==> config.mk <==
export PLATFORM = sky130hd
export DESIGN_NAME = turn_receive_handler_flat
export DESIGN_NICKNAME = d
export VERILOG_FILES = /design/src/rtl/turn_receive_handler_if.sv /design/src/rtl/turn_receive_handler.sv /design/src/flat_wrapper.sv
export SDC_FILE = /design/constraint.sdc
export NUM_CORES = 1
export LEC_CHECK = 0
export CAP_MARGIN = 20
export CORE_ASPECT_RATIO = 1.25
export CORE_MARGIN = 3
export CORE_UTILIZATION = 30
export CTS_CLUSTER_SIZE = 28
export DETAILED_ROUTE_END_ITERATION = 8
export PLACE_DENSITY_LB_ADDON = 0.3
export RECOVER_POWER = 100
export SLEW_MARGIN = 10
export SYNTH_ARGS = -nofsm -noshare
export SYNTH_HDL_FRONTEND = slang
export SYNTH_SLANG_ARGS = --single-unit
==> constraint.sdc <==
create_clock -name clk -period 2 [get_ports clk]
set_input_delay 0.6 -clock clk [delete_from_list [all_inputs] [get_ports clk]]
set_output_delay 0.6 -clock clk [all_outputs]
set_load 0.01 [all_outputs]
==> src/rtl/turn_receive_handler_if.sv <==
// ============================================================================
// Module  : turn_receive_handler_if
// Purpose : Message/handshake bundle between the turn receive handler and its
//           surroundings: received interboard fields, transmitter ready, the
//           local end-of-turn pulse, turn status and the acknowledge request.
// Revision: 1.0 - initial release
// ============================================================================
`default_nettype none

interface turn_receive_handler_if;
  // received interboard message
  logic       interboard_en;
  logic [3:0] interboard_msg_type;
  logic       interboard_move_dir;
  // transmitter flow control and local game events
  logic       inter_ready;
  logic       local_switch_turn;
  // turn status
  logic       my_turn;
  logic       turn_start;
  logic       opp_drew;
  logic [7:0] turn_count;
  logic       protocol_err;
  // acknowledge message towards the transmitter
  logic       ack_ctrl_en;
  logic [3:0] ack_ctrl_msg_type;
  logic       ack_ctrl_move_dir;
  logic [4:0] ack_ctrl_block_x;
  logic [2:0] ack_ctrl_block_y;
  logic [5:0] ack_ctrl_card;
  logic [2:0] ack_ctrl_sel_len;

  // handler side
  modport slave (
    input  interboard_en, interboard_msg_type, interboard_move_dir,
    input  inter_ready, local_switch_turn,
    output my_turn, turn_start, opp_drew, turn_count, protocol_err,
    output ack_ctrl_en, ack_ctrl_msg_type, ack_ctrl_move_dir,
    output ack_ctrl_block_x, ack_ctrl_block_y, ack_ctrl_card, ack_ctrl_sel_len
  );

  // environment side
  modport master (
    output interboard_en, interboard_msg_type, interboard_move_dir,
    output inter_ready, local_switch_turn,
    input  my_turn, turn_start, opp_drew, turn_count, protocol_err,
    input  ack_ctrl_en, ack_ctrl_msg_type, ack_ctrl_move_dir,
    input  ack_ctrl_block_x, ack_ctrl_block_y, ack_ctrl_card, ack_ctrl_sel_len
  );
endinterface

`default_nettype wire

==> src/rtl/turn_receive_handler.sv <==
// ============================================================================
// Module  : turn_receive_handler
// Purpose : Tracks which board holds the turn. Accepts the opponent's
//           "switch turn" message, acknowledges it once the transmitter is
//           ready, counts completed local turns and flags protocol errors.
// Revision: 1.0 - initial release
// ============================================================================
`default_nettype none

module turn_receive_handler #(
  parameter int         PLAYER          = 0,
  parameter logic [3:0] MSG_SWITCH_TURN = 4'd5,
  parameter logic [3:0] MSG_TURN_ACK    = 4'd6,
  parameter int         ACK_TIMEOUT     = 1000
) (
  input  logic                  clk,
  input  logic                  rst,            // synchronous, active-low
  input  logic                  interboard_rst, // synchronous, active-high
  turn_receive_handler_if.slave bus
);

  typedef enum logic [1:0] {
    OPP_TURN = 2'd0,
    ACK_WAIT = 2'd1,
    MY_TURN  = 2'd2
  } state_t;

  // board 0 owns the first turn
  localparam state_t     RESET_STATE   = (PLAYER == 0) ? MY_TURN : OPP_TURN;
  localparam logic [9:0] TIMEOUT_LIMIT = 10'(ACK_TIMEOUT);

  state_t     state_q, state_d;
  logic [9:0] ack_cnt_q, ack_cnt_d;
  logic [7:0] turn_count_q, turn_count_d;
  logic       opp_drew_q, opp_drew_d;
  logic       protocol_err_q, protocol_err_d;
  logic       turn_start_q, turn_start_d;
  logic       ack_en_q, ack_en_d;
  logic       switch_msg;

  assign switch_msg = bus.interboard_en && (bus.interboard_msg_type == MSG_SWITCH_TURN);

  // Next-state and next-output decode; every register holds unless a rule fires.
  always_comb begin
    state_d        = state_q;
    ack_cnt_d      = ack_cnt_q;
    turn_count_d   = turn_count_q;
    opp_drew_d     = opp_drew_q;
    protocol_err_d = protocol_err_q;
    turn_start_d   = 1'b0;
    ack_en_d       = 1'b0;

    case (state_q)
      OPP_TURN: begin
        // only a switch message matters here; local end-of-turn is ignored
        if (switch_msg) begin
          opp_drew_d = bus.interboard_move_dir;
          ack_cnt_d  = 10'd0;
          state_d    = ACK_WAIT;
        end
      end

      ACK_WAIT: begin
        // a second switch while already handshaking is an error, not a restart
        if (switch_msg) begin
          protocol_err_d = 1'b1;
        end
        if (bus.inter_ready) begin
          state_d      = MY_TURN;
          ack_en_d     = 1'b1;
          turn_start_d = 1'b1;
        end else begin
          // saturate so a long stall cannot wrap the counter
          if (ack_cnt_q != TIMEOUT_LIMIT) begin
            ack_cnt_d = ack_cnt_q + 10'd1;
          end
          if (ack_cnt_d == TIMEOUT_LIMIT) begin
            protocol_err_d = 1'b1;
          end
        end
      end

      MY_TURN: begin
        // opponent cannot end a turn it does not hold; the message is dropped
        if (switch_msg) begin
          protocol_err_d = 1'b1;
        end
        if (bus.local_switch_turn) begin
          state_d      = OPP_TURN;
          turn_count_d = turn_count_q + 8'd1;
        end
      end

      default: begin
        state_d = RESET_STATE;
      end
    endcase
  end

  // State and output registers; either reset source overrides all other inputs.
  always_ff @(posedge clk) begin
    if (!rst || interboard_rst) begin
      state_q        <= RESET_STATE;
      ack_cnt_q      <= 10'd0;
      turn_count_q   <= 8'd0;
      opp_drew_q     <= 1'b0;
      protocol_err_q <= 1'b0;
      turn_start_q   <= 1'b0;
      ack_en_q       <= 1'b0;
    end else begin
      state_q        <= state_d;
      ack_cnt_q      <= ack_cnt_d;
      turn_count_q   <= turn_count_d;
      opp_drew_q     <= opp_drew_d;
      protocol_err_q <= protocol_err_d;
      turn_start_q   <= turn_start_d;
      ack_en_q       <= ack_en_d;
    end
  end

  assign bus.my_turn           = (state_q == MY_TURN);
  assign bus.turn_start        = turn_start_q;
  assign bus.opp_drew          = opp_drew_q;
  assign bus.turn_count        = turn_count_q;
  assign bus.protocol_err      = protocol_err_q;
  assign bus.ack_ctrl_en       = ack_en_q;
  assign bus.ack_ctrl_msg_type = MSG_TURN_ACK;
  assign bus.ack_ctrl_move_dir = 1'b0;
  assign bus.ack_ctrl_block_x  = 5'd0;
  assign bus.ack_ctrl_block_y  = 3'd0;
  assign bus.ack_ctrl_card     = 6'd0;
  assign bus.ack_ctrl_sel_len  = 3'd0;

endmodule

`default_nettype wire

==> src/flat_wrapper.sv <==
// flat-port wrapper written by rule: the top's interface ports become plain ports
module turn_receive_handler_flat 
#(
  parameter int         PLAYER          = 0,
  parameter logic [3:0] MSG_SWITCH_TURN = 4'd5,
  parameter logic [3:0] MSG_TURN_ACK    = 4'd6,
  parameter int         ACK_TIMEOUT     = 1000
)
  (clk, rst, interboard_rst, bus_interboard_en, bus_interboard_msg_type, bus_interboard_move_dir, bus_inter_ready, bus_local_switch_turn, bus_my_turn, bus_turn_start, bus_opp_drew, bus_turn_count, bus_protocol_err, bus_ack_ctrl_en, bus_ack_ctrl_msg_type, bus_ack_ctrl_move_dir, bus_ack_ctrl_block_x, bus_ack_ctrl_block_y, bus_ack_ctrl_card, bus_ack_ctrl_sel_len);
  turn_receive_handler_if bus_i ();
  input  logic clk;
  input  logic rst;
  input  logic interboard_rst;
  input wire logic [$bits(bus_i.interboard_en)-1:0] bus_interboard_en;
  input wire logic [$bits(bus_i.interboard_msg_type)-1:0] bus_interboard_msg_type;
  input wire logic [$bits(bus_i.interboard_move_dir)-1:0] bus_interboard_move_dir;
  input wire logic [$bits(bus_i.inter_ready)-1:0] bus_inter_ready;
  input wire logic [$bits(bus_i.local_switch_turn)-1:0] bus_local_switch_turn;
  output wire logic [$bits(bus_i.my_turn)-1:0] bus_my_turn;
  output wire logic [$bits(bus_i.turn_start)-1:0] bus_turn_start;
  output wire logic [$bits(bus_i.opp_drew)-1:0] bus_opp_drew;
  output wire logic [$bits(bus_i.turn_count)-1:0] bus_turn_count;
  output wire logic [$bits(bus_i.protocol_err)-1:0] bus_protocol_err;
  output wire logic [$bits(bus_i.ack_ctrl_en)-1:0] bus_ack_ctrl_en;
  output wire logic [$bits(bus_i.ack_ctrl_msg_type)-1:0] bus_ack_ctrl_msg_type;
  output wire logic [$bits(bus_i.ack_ctrl_move_dir)-1:0] bus_ack_ctrl_move_dir;
  output wire logic [$bits(bus_i.ack_ctrl_block_x)-1:0] bus_ack_ctrl_block_x;
  output wire logic [$bits(bus_i.ack_ctrl_block_y)-1:0] bus_ack_ctrl_block_y;
  output wire logic [$bits(bus_i.ack_ctrl_card)-1:0] bus_ack_ctrl_card;
  output wire logic [$bits(bus_i.ack_ctrl_sel_len)-1:0] bus_ack_ctrl_sel_len;
  assign bus_i.interboard_en = bus_interboard_en;
  assign bus_i.interboard_msg_type = bus_interboard_msg_type;
  assign bus_i.interboard_move_dir = bus_interboard_move_dir;
  assign bus_i.inter_ready = bus_inter_ready;
  assign bus_i.local_switch_turn = bus_local_switch_turn;
  assign bus_my_turn = bus_i.my_turn;
  assign bus_turn_start = bus_i.turn_start;
  assign bus_opp_drew = bus_i.opp_drew;
  assign bus_turn_count = bus_i.turn_count;
  assign bus_protocol_err = bus_i.protocol_err;
  assign bus_ack_ctrl_en = bus_i.ack_ctrl_en;
  assign bus_ack_ctrl_msg_type = bus_i.ack_ctrl_msg_type;
  assign bus_ack_ctrl_move_dir = bus_i.ack_ctrl_move_dir;
  assign bus_ack_ctrl_block_x = bus_i.ack_ctrl_block_x;
  assign bus_ack_ctrl_block_y = bus_i.ack_ctrl_block_y;
  assign bus_ack_ctrl_card = bus_i.ack_ctrl_card;
  assign bus_ack_ctrl_sel_len = bus_i.ack_ctrl_sel_len;
  turn_receive_handler #(.PLAYER(PLAYER), .MSG_SWITCH_TURN(MSG_SWITCH_TURN), .MSG_TURN_ACK(MSG_TURN_ACK), .ACK_TIMEOUT(ACK_TIMEOUT)) u_core (.clk(clk), .rst(rst), .interboard_rst(interboard_rst), .bus(bus_i));
endmodule
==> impl_metrics.tcl, run 1 <==
set metrics [dict create \
    hold_path_class "register to register" \
    yosysSeqAreaShare_pct 28.4 \
    grt_antenna_before_repair 0 \
    die_h_um 88.2 \
    min_period_over_period_pct 95.4 \
    timing.fmax_mhz 524 \
    initial_core_util_pct 31.5 \
    vias 1531 \
    clock-sinks 23 \
    grt_util_all_layers_pct 13.2 \
    top_usage_layer "met2" \
    clockRootBuffer "clkbuf_8" \
    path_delay_family "simple AND/OR/NAND/NOR gates" \
    skew_ns 0.00996 \
    async_flop_share_pct 0 \
    power_uw 889 \
    ys_warn_count 0 \
    fp-row-count 29 \
    drt-initial-drc-count 41 \
    synthDistinctLibCells 48 \
    worst_setup_path_end_kind "register" \
    grt_start_max_net_pins 14 \
    max-cap-violations 0 \
    status "finished, final reports clean" \
    netlist_instances 202 \
    grt_use_met3_pct 1.36 \
    drive_gt1_share_pct 13.6 \
    area_delta_synth_final_pct 23.5 \
    dp_hpwl_um 3170 \
    grt_pass1_wl_um 6760 \
    synth_top_area_share_pct 28.4 \
    postCtsSetupRepairBufs 0 \
    final_max_slew_viol_count 0 \
    use_met1_pct 16.3 \
    fin_crit_ns 1.91 \
    setup_viol 0 \
    antenna_cells 0 \
    nNetsFinal 254 \
    ff_latch_area_um2 460 \
    synth_seq_cells 23 \
    critPathMaxStageDelay_ns 0.53 \
    synth_area_um2 1620 \
    gp_congestion 0.869 \
    slowest_stage "or4_1" \
    fin_area_um2 2000 \
    cts_tree "done" \
    hold_viol 0 \
    irDropWorstVdd_v 0.000213 \
    pin_count 46 \
    remaining_drc_errors 0 \
    port_buffers 23 \
    final_cell_mix "dfxtp_1, conb_1, buf_4" \
    dpl.cell_count 293 \
    cp-start-kind "primary input" \
    crit_fanout 12 \
    use_met2_pct 24.2 \
    yosys.area.top_type "dfxtp_1" \
    cts.clk_slew.worst_paths_ns 0.09 \
    coreArea_um2 5150 \
    path_class "primary input to register" \
    grt_pass1_vias 1424 \
    die-width_um 71.8 \
    crit_arrival_ns 2.12 \
    syn_avg_cell_area_um2 8.03 \
    num-fill-cells 542 \
    p_leak_uw 0.000799 \
    cts_max_level 1 \
    totalWireLength_um 4070 \
    dr.pass1.iters 4 \
    crit_chain "clkdlybuf4s50_1, and4bb_2, a21boi_4, or4_1, a21oi_2" \
    crit_required_ns 2.21 \
    wl_per_cell_um 13.7 \
    placed_area_um2 1940 \
    critPathBufInv 1 \
    synth_edf_count 0 \
    cts_inserted_buffers 3 \
    multiInputGateArea_um2 981 \
    dieArea_um2 6330 \
    clk_latency_ns 0.27 \
    synthFlopType "dfxtp_1" \
    synth_area_leaders "dfxtp_1, buf_4, ha_1, nand4_1, nor2_1" \
    ant_nets 0 \
    via_per_inst 5.15 \
    clock_path_buffers 2 \
    final_common_cell "dfxtp_1" \
    power_density_nw_per_um2 443 \
    grt_overflow 0 \
    stdcell_count 297 \
]
==> power by group <==
| part | internal, uW | total (uW) | switching, uW | leakage (uW) |
|---|---|---|---|---|
| registers | 461 | 464 | 2.81 | 0.000186 |
| clock network | 139 | 298 | 159 | 0.0000255 |
| logic | 56.0 | 127 | 71.1 | 0.000588 |
==> layout make-up <==
class	instances	share of cell area, %
timing repair buffer	46	20.2
clock buffer	3	2.06
inverter	9	1.69
multi-input combinational	153	48.9
clock inverter	1	0.250
sequential	23	23.0
tap	62	3.87
==> path summary, 6_finish.rpt <==
| kind | startpoint | endpoint | slack, ns | cells after the start |
|---|---|---|---|---|
| setup / recovery | bus_interboard_msg_type[2] | u_core.ack_cnt_q[5]$_SDFFE_PP0P_ | 0.09 | 5 |
| hold / removal | u_core.bus.opp_drew$_SDFFE_PP0P_ | u_core.bus.opp_drew$_SDFFE_PP0P_ | 0.50 | 2 |
| setup reg to reg | u_core.ack_cnt_q[0]$_SDFFE_PP0P_ | u_core.bus.protocol_err$_SDFFE_PP0P_ | 0.24 | 7 |
| hold reg to reg | u_core.bus.opp_drew$_SDFFE_PP0P_ | u_core.bus.opp_drew$_SDFFE_PP0P_ | 0.50 | 2 |
==> Yosys cell counts (2+ instances only) <==
cell,n
nor4_1,3
ha_1,7
nand3_1,6
clkbuf_1,7
o21ai_0,3
mux2i_1,2
or4_1,3
xor2_1,6
o31ai_1,6
buf_4,23
or3_1,4
buf_2,5
nand2_1,6
nand4_1,10
and3_1,6
nor2b_1,3
and2_1,2
a21oi_1,10
a31oi_1,7
conb_1,2
a311oi_1,3
nor2_1,15
nand2b_1,2
dfxtp_1,23
o311a_1,2
inv_1,9
nor3_1,6
==> worst min-delay path: cells and delay by family, from the launching register on <==
kind | cells | cell delay (ns)
DFF | 1 | 0.33
muxes | 1 | 0.07
and+or+nand+nor | 1 | 0.07
==> sequential cells by signal, summed over array words and instances (netlist names) <==
register and cells:
u_core.state_q 2, u_core.ack_cnt_q 10, u_core.bus.protocol_err 1, u_core.bus.turn_count 8
u_core.bus.opp_drew 1, u_core.bus.turn_start 1
==> stage by stage <==
| stage | setup WS, ns | TNS (ns) | utilization, % | hold WS (ns) |
|---|---|---|---|---|
| final | 0.0922 | 0 | 38.9 | 0.500 |
| after global routing | -0.0156 | -0.0156 | 38.9 | 0.553 |
| after CTS | 0.0448 | 0 | 38.5 | 0.518 |
| after detailed placement | -0.242 | -2.18 | 37.6 | 0.494 |
| after global placement | -0.191 | -1.77 | 37.6 | 0.491 |
| after floorplan | 0.198 | 0 | - | 0.485 |
==> what timing repair did <==
item | 4_1_cts | 5_1_grt
pin swaps | 0 | 1
hold buffers | 0 | 0
resized for setup | 1 | 6
endpoints found under the setup margin | 1 | 9
cloned | 0 | 0
==> cells by family after synthesis <==
group                      count (synthesis)  synth area share, %
and+or+nand+nor                           73                 25.6
buffers and inverters                     46                 16.9
AOI/OAI and AO/OA                         42                 18.3
DFF                                       23                 28.4
adders and majority gates                  7                 5.40
xor gates and xnor gates                   7                 3.78
other                                      2                0.463
muxes                                      2                 1.23
==> per-layer routing <==
layer / vias to the layer above / wire length [um]
met5: - / 0
met4: 0 / 60
met3: 6 / 220
met2: 46 / 2070
met1: 725 / 1720
li1: 754 / -
Note: power is estimated with default switching activity, not from simulation.
==> run 2, diff against run 1 <==
--- a/config.mk
+++ b/config.mk
@@ -6,9 +6,9 @@
 export NUM_CORES = 1
 export LEC_CHECK = 0
 export CAP_MARGIN = 20
-export CORE_ASPECT_RATIO = 1.25
 export CORE_MARGIN = 3
 export CORE_UTILIZATION = 30
+export CTS_BUF_LIST = sky130_fd_sc_hd__clkbuf_4 sky130_fd_sc_hd__clkbuf_8
 export CTS_CLUSTER_SIZE = 28
 export DETAILED_ROUTE_END_ITERATION = 8
 export PLACE_DENSITY_LB_ADDON = 0.3
==> run 2 against run 1 <==
Fmax shrank 0.77%; critical endpoint is now bus_turn_count[2]; register-to-register slack about the same; cell count increased by 3.0%; critical path type is now register to output port.
==> impl_metrics.tcl, run 2 (same netlist as run 1, synthesis figures left out) <==
set metrics [dict create \
    status "finished, final reports clean" \
    clk_latency_ns 0.27 \
    cts_resized 1 \
    port_buffers 23 \
    ctsHoldBuffers 0 \
    largest_register_ffs 10 \
    grt_antenna_before_repair 0 \
    clock-sinks 23 \
    grt_pass1_wl_um 6490 \
    max-cap-violations 0 \
    crit_fanout 5 \
    dp_hpwl_um 3020 \
    grt_start_max_net_pins 15 \
    cts_inserted_buffers 3 \
    power_uw 889 \
    timing.fmax_mhz 520 \
    cp-start-kind "register" \
    final_cell_mix "dfxtp_1, conb_1, buf_4" \
    hold_path_class "register to register" \
    setup_viol 0 \
    cts_tree "done" \
    initial_core_util_pct 31.4 \
    totalWireLength_um 4020 \
    crit_required_ns 1.40 \
    wl_per_cell_um 13.2 \
    critPathBufInv 1 \
    antenna_cells 0 \
    grt_util_all_layers_pct 12.8 \
    coreArea_um2 5170 \
    slowest_stage "dlygate4sd3_1" \
    clock_path_buffers 2 \
    dieArea_um2 6330 \
    dpl.cell_count 302 \
    pin_count 46 \
    cts_max_level 1 \
    final_max_slew_viol_count 0 \
    postCtsSetupRepairBufs 0 \
    path_class "register to output port" \
    vias 1548 \
    fin_crit_ns 1.92 \
    power_density_nw_per_um2 443 \
    path_delay_family "buffers and inverters" \
    top_register "u_core.ack_cnt_q" \
    worst_setup_path_end_kind "output port" \
    clockRootBuffer "clkbuf_8" \
    nNetsFinal 255 \
    final_common_cell "dfxtp_1" \
    irDropWorstVdd_v 0.000331 \
    remaining_drc_errors 0 \
    crit_arrival_ns 1.32 \
    p_leak_uw 0.000783 \
    dr.pass1.iters 4 \
    grt_overflow 0 \
    ant_nets 0 \
    die_h_um 79.6 \
    gp_congestion 0.842 \
    skew_ns 0.00214 \
    cts.clk_slew.worst_paths_ns 0.08 \
    hold_viol 0 \
    critPathMaxStageDelay_ns 0.64 \
    die-width_um 79.6 \
    drt-initial-drc-count 107 \
    grt_pass1_vias 1281 \
    crit_chain "dlygate4sd3_1" \
    fp-row-count 26 \
    area_delta_synth_final_pct 23.6 \
    min_period_over_period_pct 96.1 \
    via_per_inst 5.06 \
    stdcell_count 306 \
    holdWs_ns 0.490 \
    drive_gt1_share_pct 12.7 \
    num-fill-cells 552 \
    grt_setup_unrepaired "false" \
]
## run 2: final timing paths
path                                    startpoint                              endpoint  slack (ns)  depth (start not counted)
max          u_core.bus.turn_count[2]$_SDFFE_PP0P_                     bus_turn_count[2]        0.08                          1
min               u_core.bus.opp_drew$_SDFFE_PP0P_      u_core.bus.opp_drew$_SDFFE_PP0P_        0.49                          2
max reg2reg       u_core.ack_cnt_q[5]$_SDFFE_PP0P_  u_core.bus.protocol_err$_SDFFE_PP0P_        0.25                          4
min reg2reg       u_core.bus.opp_drew$_SDFFE_PP0P_      u_core.bus.opp_drew$_SDFFE_PP0P_        0.49                          2
## run 2: routing by layer
metal,track usage [%],part of all wire [%]
met1,18.3,49
met4,2.75,1.2
met3,3.05,4.5
met5,0,0
met2,19.4,46
## run 2: layout make-up
cell class / instances / area (um^2) / area share (%)
Sequential cell: 23 / 460 / 23.0
Clock buffer: 3 / 41.3 / 2.06
Inverter: 9 / 33.8 / 1.68
Multi-Input combinational cell: 153 / 972 / 48.5
Timing Repair Buffer: 47 / 405 / 20.2
Tap cell: 70 / 87.6 / 4.37
Clock inverter: 1 / 5.00 / 0.250
## run 2: power breakdown
part           internal [uW]  total (uW)  switching [uW]
Combinational           57.1         128            70.7
Clock                    139         298             159
Sequential               461         464            2.64
Total                    658         889             232
## run 2: per-stage QoR
| stage | util, % | instance area [um^2] | setup TNS (ns) | worst slack [ns] |
|---|---|---|---|---|
| floorplan | - | 1700 | 0 | 0.198 |
| global placement | 37.8 | 1960 | -1.62 | -0.180 |
| detailed placement | 37.8 | 1960 | -1.67 | -0.200 |
| CTS | 38.7 | 2000 | 0 | 0.0869 |
| global route | 38.8 | 2010 | 0 | 0.0143 |
| finish | 38.8 | 2010 | 0 | 0.0774 |
==> run 3, diff against run 2 <==
--- a/config.mk
+++ b/config.mk
@@ -13,7 +13,9 @@
 export DETAILED_ROUTE_END_ITERATION = 8
 export PLACE_DENSITY_LB_ADDON = 0.3
 export RECOVER_POWER = 100
+export SETUP_SLACK_MARGIN = 0.3
 export SLEW_MARGIN = 10
 export SYNTH_ARGS = -nofsm -noshare
 export SYNTH_HDL_FRONTEND = slang
 export SYNTH_SLANG_ARGS = --single-unit
+export TNS_END_PERCENT = 10
==> run 3 against run 2 <==
Hold slack better by 0.017 ns; non-clock buffer count up 7; worst setup slack better by 0.045 ns; register-to-register slack worse by 0.08 ns; sequential share of layout area down 1.5 points; global-route usage up 0.20 points; via count up 0.32%; clock power up 3%; count of clock-buffer cells in the layout up 1; cell count up 2.3%; sequential cell count unchanged; sequential power about the same; critical path type unchanged; highest routed layer unchanged.
==> impl_metrics.tcl, run 3 (same netlist as run 1, synthesis figures left out) <==
set metrics [dict create \
    holdWs_ns 0.507 \
    cts_max_level 1 \
    crit_chain "dlygate4sd3_1" \
    die_h_um 79.6 \
    cts.clk_slew.worst_paths_ns 0.08 \
    initial_core_util_pct 31.4 \
    worst_setup_path_end_kind "output port" \
    crit_required_ns 1.40 \
    dp_hpwl_um 2930 \
    dr.pass1.iters 4 \
    critPathBufInv 1 \
    gp_congestion 0.861 \
    min_period_over_period_pct 93.9 \
    skew_ns 0.00581 \
    coreArea_um2 5170 \
    status "finished, final reports clean" \
    ctsHoldBuffers 0 \
    die-width_um 79.6 \
    power_density_nw_per_um2 423 \
    tns_ns 0 \
    hold_path_class "register to register" \
    final_cell_mix "buf_4, conb_1, dfxtp_1" \
    grt_antenna_before_repair 0 \
    largest_register_ffs 10 \
    grt_pass1_vias 1459 \
    crit_fanout 4 \
    drt-initial-drc-count 59 \
    critPathMaxStageDelay_ns 0.62 \
    wl_per_cell_um 13.1 \
    grt_start_max_net_pins 13 \
    top_register "u_core.ack_cnt_q" \
    final_max_slew_viol_count 0 \
    placed_area_um2 1950 \
    timing.fmax_mhz 533 \
    final_common_cell "buf_4" \
    fin_crit_ns 1.88 \
    num-fill-cells 542 \
    ff_latch_area_um2 463 \
    cts_inserted_buffers 3 \
    path_delay_family "buffers and inverters" \
    drive_gt1_share_pct 22.6 \
    via_per_inst 4.96 \
    remaining_drc_errors 0 \
    p_leak_uw 0.000865 \
    crit_arrival_ns 1.28 \
    grt_pass1_wl_um 6710 \
    clockRootBuffer "clkbuf_8" \
    area_delta_synth_final_pct 33.2 \
    cts_tree "done" \
    grt_util_all_layers_pct 13.0 \
    multiInputGateArea_um2 1060 \
    fp-row-count 26 \
    setup_viol 0 \
    totalWireLength_um 4090 \
    clk_latency_ns 0.26 \
    cp-start-kind "register" \
    port_buffers 23 \
    clock_path_buffers 2 \
    max-cap-violations 0 \
    grt_overflow 0 \
    dieArea_um2 6330 \
    ant_nets 0 \
    power_uw 914 \
    grt_setup_unrepaired "true" \
    antenna_cells 0 \
    fin_area_um2 2160 \
    path_class "register to output port" \
    irDropWorstVdd_v 0.000377 \
    hold_viol 0 \
    nNetsFinal 262 \
    pin_count 46 \
    vias 1553 \
    clock-sinks 23 \
    slowest_stage "dlygate4sd3_1" \
]
## run 3: report_power, final
group	switching, uW	total (uW)	internal, uW
logic	78.1	145	66.4
clock network	150	306	156
registers	2.64	464	461
total	231	914	683
## run 3: final timing paths
kind / to / from / cells past startpoint / slack (ns)
max: bus_turn_count[0] / u_core.bus.turn_count[0]$_SDFFE_PP0P_ / 1 / 0.12
min: u_core.bus.opp_drew$_SDFFE_PP0P_ / u_core.bus.opp_drew$_SDFFE_PP0P_ / 2 / 0.51
max reg2reg: u_core.bus.protocol_err$_SDFFE_PP0P_ / u_core.ack_cnt_q[1]$_SDFFE_PP0P_ / 7 / 0.17
min reg2reg: u_core.bus.opp_drew$_SDFFE_PP0P_ / u_core.bus.opp_drew$_SDFFE_PP0P_ / 2 / 0.51
## run 3: cell type report
type,count,area share [%]
Multi-Input combinational cell,153,48.9
Timing Repair Buffer,54,21.8
Sequential cell,23,21.4
Tap cell,70,4.05
Clock buffer,4,2.26
Inverter,9,1.56
## run 3: metrics by stage
step,util [%],setup WS (ns),std cells
final,41.8,0.122,313
after global placement,37.8,-0.243,300
after CTS,40.8,0.178,311
after detailed placement,37.8,-0.326,300
after floorplan,-,0.287,222
after global routing,41.8,0.0752,313
## run 3: worst register-to-register path, cell delays in order, from the launching register on
cell and delay (ns):
dfxtp_1 0.32, clkbuf_2 0.19, inv_1 0.08, ha_1 0.15, nand4b_1 0.24, o311a_1 0.36
o32a_1 0.20, a41o_1 0.18
## run 3: what timing repair did
action / in CTS / in global routing
pin swaps: 15 / 7
gates resized for setup: 27 / 20
setup endpoints to repair: 26 / 23
setup buffers: 7 / 2
## run 3: per-layer routing
| metal | share of wire (%) | GRT usage [%] | vias up |
|---|---|---|---|
| met5 | 0 | 0 | - |
| met4 | 1.7 | 3.95 | 0 |
| met3 | 4.4 | 3.39 | 8 |
| met2 | 49 | 21.0 | 42 |
| met1 | 45 | 16.9 | 733 |
| li1 | - | - | 770 |
